`src/rtl/regfile_mp_sb.sv`:
```
// regfile_mp_sb: parametrised multi-read-port register file with a pending-write
// scoreboard and a sequenced bulk-clear engine.
//
// Optional feature macro: RF_WRITE_BYPASS_EN
//   defined   -> a writeback in IDLE/DONE is forwarded to matching read ports in
//                the same cycle (data and pending bit).
//   undefined -> reads show registered contents only.
//
// Ports:
//   clk         clock, all state on posedge
//   rst         asynchronous active-low reset
//   rd_addr     NUM_RD packed read indices (port k at [k*ADDR_W +: ADDR_W])
//   rd_data     NUM_RD packed read data    (port k at [k*DATA_W +: DATA_W])
//   rd_pending  per-port outstanding-producer flag
//   wb_en/wb_addr/wb_data        writeback
//   issue_en/issue_addr          destination issue (sets pending)
//   clr_req/clr_busy/clr_done    bulk-clear handshake

// One read port: range check, optional bypass mux, then the register/pending lookup.
module regfile_mp_sb_rd_port #(
  parameter int DATA_W = 32,
  parameter int ADDR_W = 4,
  parameter int DEPTH  = 15
) (
  input  logic [ADDR_W-1:0]             addr,
  input  logic [DEPTH-1:0][DATA_W-1:0]  regs,
  input  logic [DEPTH-1:0]              pend,
  input  logic                          byp_en,
  input  logic [ADDR_W-1:0]             byp_addr,
  input  logic [DATA_W-1:0]             byp_data,
  input  logic                          byp_pend,
  output logic [DATA_W-1:0]             data,
  output logic                          pending
);
  localparam logic [ADDR_W:0] DEPTH_L = (ADDR_W+1)'(DEPTH);

  logic in_range;
  logic hit;

  always_comb begin
    in_range = ({1'b0, addr} < DEPTH_L);
    // byp_en already implies byp_addr is in range
    hit      = byp_en && (addr == byp_addr);
    data     = '0;
    pending  = 1'b0;
    if (hit) begin
      data    = byp_data;
      pending = byp_pend;
    end else if (in_range) begin
      data    = regs[addr];
      pending = pend[addr];
    end
  end
endmodule

module regfile_mp_sb #(
  parameter int DATA_W = 32,
  parameter int ADDR_W = 4,
  parameter int DEPTH  = 15,
  parameter int NUM_RD = 2
) (
  input  logic                       clk,
  input  logic                       rst,
  input  logic [NUM_RD*ADDR_W-1:0]   rd_addr,
  output logic [NUM_RD*DATA_W-1:0]   rd_data,
  output logic [NUM_RD-1:0]          rd_pending,
  input  logic                       wb_en,
  input  logic [ADDR_W-1:0]          wb_addr,
  input  logic [DATA_W-1:0]          wb_data,
  input  logic                       issue_en,
  input  logic [ADDR_W-1:0]          issue_addr,
  input  logic                       clr_req,
  output logic                       clr_busy,
  output logic                       clr_done
);
  localparam logic [ADDR_W:0]   DEPTH_L = (ADDR_W+1)'(DEPTH);
  localparam logic [ADDR_W-1:0] LAST    = ADDR_W'(DEPTH-1);

  typedef enum logic [1:0] {IDLE, CLEAR, DONE} state_t;

  state_t                       state, state_nxt;
  logic [ADDR_W-1:0]            cnt;
  logic [DEPTH-1:0][DATA_W-1:0] regs;
  logic [DEPTH-1:0]             pend;

  logic start;
  logic accept;
  logic wb_in_range;
  logic wb_ok;
  logic iss_ok;
  logic byp_en;
  logic byp_pend;

  always_comb begin
    state_nxt = state;
    start     = 1'b0;
    case (state)
      IDLE:    if (clr_req) begin
                 state_nxt = CLEAR;
                 start     = 1'b1;
               end
      CLEAR:   if (cnt == LAST) state_nxt = DONE;
      DONE:    state_nxt = IDLE;
      default: state_nxt = IDLE;
    endcase
  end

  // The cycle that launches a clear swallows any writeback/issue alongside it.
  assign accept      = (state != CLEAR) && !start;
  assign wb_in_range = ({1'b0, wb_addr} < DEPTH_L);
  assign wb_ok       = accept && wb_en && wb_in_range;
  assign iss_ok      = accept && issue_en && ({1'b0, issue_addr} < DEPTH_L);

  assign clr_busy = (state == CLEAR);
  assign clr_done = (state == DONE);

  always_ff @(posedge clk or negedge rst) begin
    if (!rst) begin
      state <= IDLE;
      cnt   <= '0;
      regs  <= '0;
      pend  <= '0;
    end else begin
      state <= state_nxt;
      if (start) begin
        cnt  <= '0;
        pend <= '0;
      end else if (state == CLEAR) begin
        regs[cnt] <= '0;
        cnt       <= cnt + 1'b1;
      end else begin
        if (wb_ok) begin
          regs[wb_addr] <= wb_data;
          pend[wb_addr] <= 1'b0;
        end
        // issue after writeback: a new producer wins over a retiring one
        if (iss_ok) pend[issue_addr] <= 1'b1;
      end
    end
  end

`ifdef RF_WRITE_BYPASS_EN
  assign byp_en = (state != CLEAR) && wb_en && wb_in_range;
`else
  assign byp_en = 1'b0;
`endif
  assign byp_pend = issue_en && (issue_addr == wb_addr);

  for (genvar k = 0; k < NUM_RD; k++) begin : g_rd
    regfile_mp_sb_rd_port #(
      .DATA_W (DATA_W),
      .ADDR_W (ADDR_W),
      .DEPTH  (DEPTH)
    ) u_rd (
      .addr     (rd_addr[k*ADDR_W +: ADDR_W]),
      .regs     (regs),
      .pend     (pend),
      .byp_en   (byp_en),
      .byp_addr (wb_addr),
      .byp_data (wb_data),
      .byp_pend (byp_pend),
      .data     (rd_data[k*DATA_W +: DATA_W]),
      .pending  (rd_pending[k])
    );
  end
endmodule
```
`config.mk`:
```
export PLATFORM = sky130hd
export DESIGN_NAME = regfile_mp_sb
export DESIGN_NICKNAME = d
export VERILOG_FILES = /design/src/rtl/regfile_mp_sb.sv
export SDC_FILE = /design/constraint.sdc
export NUM_CORES = 1
export LEC_CHECK = 0
export BUFFER_PORTS_ARGS = -buffer_cell sky130_fd_sc_hd__buf_2
export CAP_MARGIN = 20
export CORE_ASPECT_RATIO = 1.75
export CORE_MARGIN = 5
export CORE_UTILIZATION = 36
export DETAILED_ROUTE_END_ITERATION = 16
export MAX_ROUTING_LAYER = met4
export PLACE_DENSITY = 0.52
export SKIP_CTS_REPAIR_TIMING = 1
export SYNTH_ARGS = -nofsm -noshare
export SYNTH_HDL_FRONTEND = slang
export SYNTH_HIERARCHICAL = 1
export SYNTH_SLANG_ARGS = --single-unit
```
`constraint.sdc`:
```
create_clock -name clk -period 3.5 [get_ports clk]
set_clock_uncertainty 0.05 [all_clocks]
set_input_delay 0.175 -clock clk [delete_from_list [all_inputs] [get_ports clk]]
set_output_delay 0.175 -clock clk [all_outputs]
set_load 0.02 [all_outputs]
```
==> impl_metrics.env <==
export IMPL_syn_inst=2474
export IMPL_relSlewSlack=-0.510
export IMPL_die_width_microns=225
export IMPL_critPathTopFamily="buffers and inverters"
export IMPL_period_share=0.820
export IMPL_worstPathRequired_ns=3.95
export IMPL_outcome="complete, but fails checks"
export IMPL_max_stage_delay_ns=0.57
export IMPL_cts_clk_slew_worst_paths_ns=0.07
export IMPL_startpoint_type="register"
export IMPL_p_leak_uw=0.0142
export IMPL_dpl_hpwl_microns=76600
export IMPL_critPathCapture="pend[2]"
export IMPL_cp_end_kind="register"
export IMPL_max_freq_ghz=0.348
export IMPL_combinationalPowerShare=0.345
export IMPL_worstMarginPinSlew_ns=2.26
export IMPL_clockBufferDepth=3
export IMPL_yosys_area_top_type="dfrtp_1"
export IMPL_gp_congestion=0.894
export IMPL_viasPerCell=6.80
export IMPL_overflow=0
export IMPL_final_cell_mix="501 x dfrtp_1, 422 x mux2i_1, 258 x o2bb2ai_1"
export IMPL_n_fill_cell=7713
export IMPL_p_int_uw=13000
export IMPL_rsz0062_at_grt="false"
export IMPL_die_area_sq_um=86800
export IMPL_p_sw_uw=8720
export IMPL_netlist_area_sq_um=29100
export IMPL_worstPathMaxFanout=25
export IMPL_arrival_ns=3.32
export IMPL_synth_seq_cells=501
export IMPL_reg2reg_from="state[1]"
export IMPL_final_common_cell="dfrtp_1"
export IMPL_synth_top_area_share=0.431
export IMPL_dr_pass1_iters=6
export IMPL_async_flop_share=1.00
export IMPL_ys_top_cells_by_area="dfrtp_1 43%, mux2i_1 15%, mux4_2 9.6%"
export IMPL_drv_slew=68
export IMPL_seq_power_share=0.388
export IMPL_syn2layout_area_growth_pct=12.8
export IMPL_antenna_found_initial=1
export IMPL_path_depth=6
export IMPL_ir_drop_mv=0.667
export IMPL_drcViolationCount=0
export IMPL_total_power_uw=21700
export IMPL_wl_per_cell_microns=34.6
export IMPL_multi_input_area_sq_um=14700
export IMPL_synth_ff_type="dfrtp_1"
export IMPL_synth_edf_count=0
export IMPL_crit_slowest_cell="dlygate4sd3_1"
export IMPL_cts_root_buf="clkbuf_16"
export IMPL_period_minus_slack_ns=2.87
export IMPL_path_cells="nand2b_2, buf_4, inv_2, o311ai_0, o31ai_1, dlygate4sd3_1"
export IMPL_grt_pass1_vias=25641
export IMPL_setup_tns_ns=0
export IMPL_hp_class="input port to register"
export IMPL_r2r_slack_ns=0.63
export IMPL_htree_levels=2
export IMPL_clk_latency_ns=0.62
export IMPL_ys_seq_area_frac=0.431
export IMPL_violations="negative hold slack, max-slew violations"
export IMPL_die_y_microns=386
export IMPL_row_count=138
export IMPL_coreArea_sq_um=80500
export IMPL_setup_violations=0
export IMPL_grt_use_total=0.288
export IMPL_start_util=0.361
export IMPL_grt_max_degree=104
export IMPL_r2r_end="pend[2]"
export IMPL_synth_warnings=6
export IMPL_antenna_left=0
export IMPL_io_buffers=120
export IMPL_hp_start="wb_data[16]"
export IMPL_cts_buffers=49
export IMPL_dr_total_vias=24473
export IMPL_ys_types=63
export IMPL_final_layout_size_suffix_gt1_frac=0.192
export IMPL_seq_area_sq_um=12500
export IMPL_p_per_area_nw_per_um2=662
export IMPL_drt_iter0_drc=2581
export IMPL_r2r_cells=6
export IMPL_layout_nets=2567
export IMPL_clkPwrFrac=0.266
export IMPL_swShare=0.402
export IMPL_avgSynthCellArea_sq_um=11.8
export IMPL_finalHoldViolCount=17
export IMPL_cp_startpoint="state[1]"
export IMPL_io_pins=121
export IMPL_timing_max_cap_violations=0
export IMPL_path_class="register to register"
export IMPL_grt_pass1_wl_microns=180000
export IMPL_clock_sinks=501
export IMPL_cts_tree="done"
export IMPL_path_buf_inv=3
export IMPL_drt_wl_total_microns=124000
export IMPL_whs_ns=-0.0216
## per-layer routing
layer | GRT usage | vias up | wire length [microns]
li1 | - | 9720 | -
met1 | 0.324 | 12717 | 43900
met2 | 0.480 | 1520 | 61400
met3 | 0.0434 | 516 | 9270
met4 | 0.179 | 0 | 9750
met5 | - | - | 0
## worst min path at each step
stage                           end  slack [ns]  cells past startpoint
after floorplan              cnt[0]       -0.17                      0
final                      regs[80]       -0.02                      3
after CTS                 regs[307]       -0.52                      1
after detailed placement  regs[371]        0.11                      1
after global routing      regs[357]       0.006                      3
after global placement    regs[371]        0.12                      1
## area by class of cell
type / count / share of cell area
clock inverter: 15 / 0.00630
antenna: 1 / 0.0000763
inverter: 139 / 0.0159
tap: 1050 / 0.0401
clock buffer: 74 / 0.0452
timing repair buffer: 250 / 0.0607
sequential: 501 / 0.382
multi-input combinational: 1569 / 0.449
## Yosys cell counts, types with 5 or more instances
library cell / n
a31oi_1: 66
buf_2: 67
nand3_1: 11
buf_6: 32
o2bb2ai_1: 258
o22ai_1: 33
nand2_1: 39
clkbuf_2: 6
mux4_2: 124
mux4_1: 8
a22oi_1: 66
o21ai_0: 231
o21ai_1: 7
mux2i_1: 422
buf_4: 30
xnor2_1: 7
clkbuf_1: 121
nand2b_1: 9
buf_1: 6
a22o_1: 66
nor2b_1: 7
o311ai_0: 13
nor2_1: 39
a32o_1: 34
dfrtp_1: 501
nand4_1: 8
xor2_1: 5
inv_1: 136
o221ai_1: 66
## metrics by stage
| stage | setup slack [ns] | hold WS, ns | cells | cell area, sq um | utilization |
|---|---|---|---|---|---|
| 4_1_cts | 0.712 | -0.520 | 3587 | 32700 | 0.406 |
| 3_5_place_dp | 0.812 | 0.110 | 3498 | 31000 | 0.385 |
| 3_3_place_gp | 0.797 | 0.117 | 3497 | 31000 | 0.385 |
| 6_report | 0.630 | -0.0216 | 3599 | 32800 | 0.408 |
| 2_1_floorplan | 1.73 | -0.171 | 2475 | 29100 | - |
| 5_1_grt | 0.458 | 0.00637 | 3599 | 32800 | 0.408 |
## sequential cells by signal, summed over array words and instances (netlist names)
name and flops:
regs 480, pend 15, state 2, cnt 4
## worst reg2reg max path, stage by stage (launching register included)
cell and delay [ns]:
dfrtp_1 0.49, nand2b_2 0.25, buf_4 0.42, inv_2 0.40, o311ai_0 0.47, o31ai_1 0.12
dlygate4sd3_1 0.57
## power by group through the flow
stage                     clock [uW]  sequential [uW]  combinational [uW]
final                           5780             8430                7500
after global routing            6060             8580                7930
after CTS                       5840             8370                7370
after detailed placement           0             8470                7350
after global placement             0             8370                7230
after floorplan                    0             8020                4530
## kinds of logic (layout without fill, tap and decap cells)
family	after synthesis	count (layout)	share of synthesized area
AND/OR/NAND/NOR	141	141	0.0266
multiplexers	554	554	0.249
flip-flops	501	501	0.431
XOR/XNOR	12	12	0.00361
adder cells (fa/ha/maj)	4	4	0.00172
buffers and inverters	405	478	0.0695
AO/OA/AOI/OAI	856	856	0.219
other	1	3	0.000129
(Power assumes the default switching activity.)
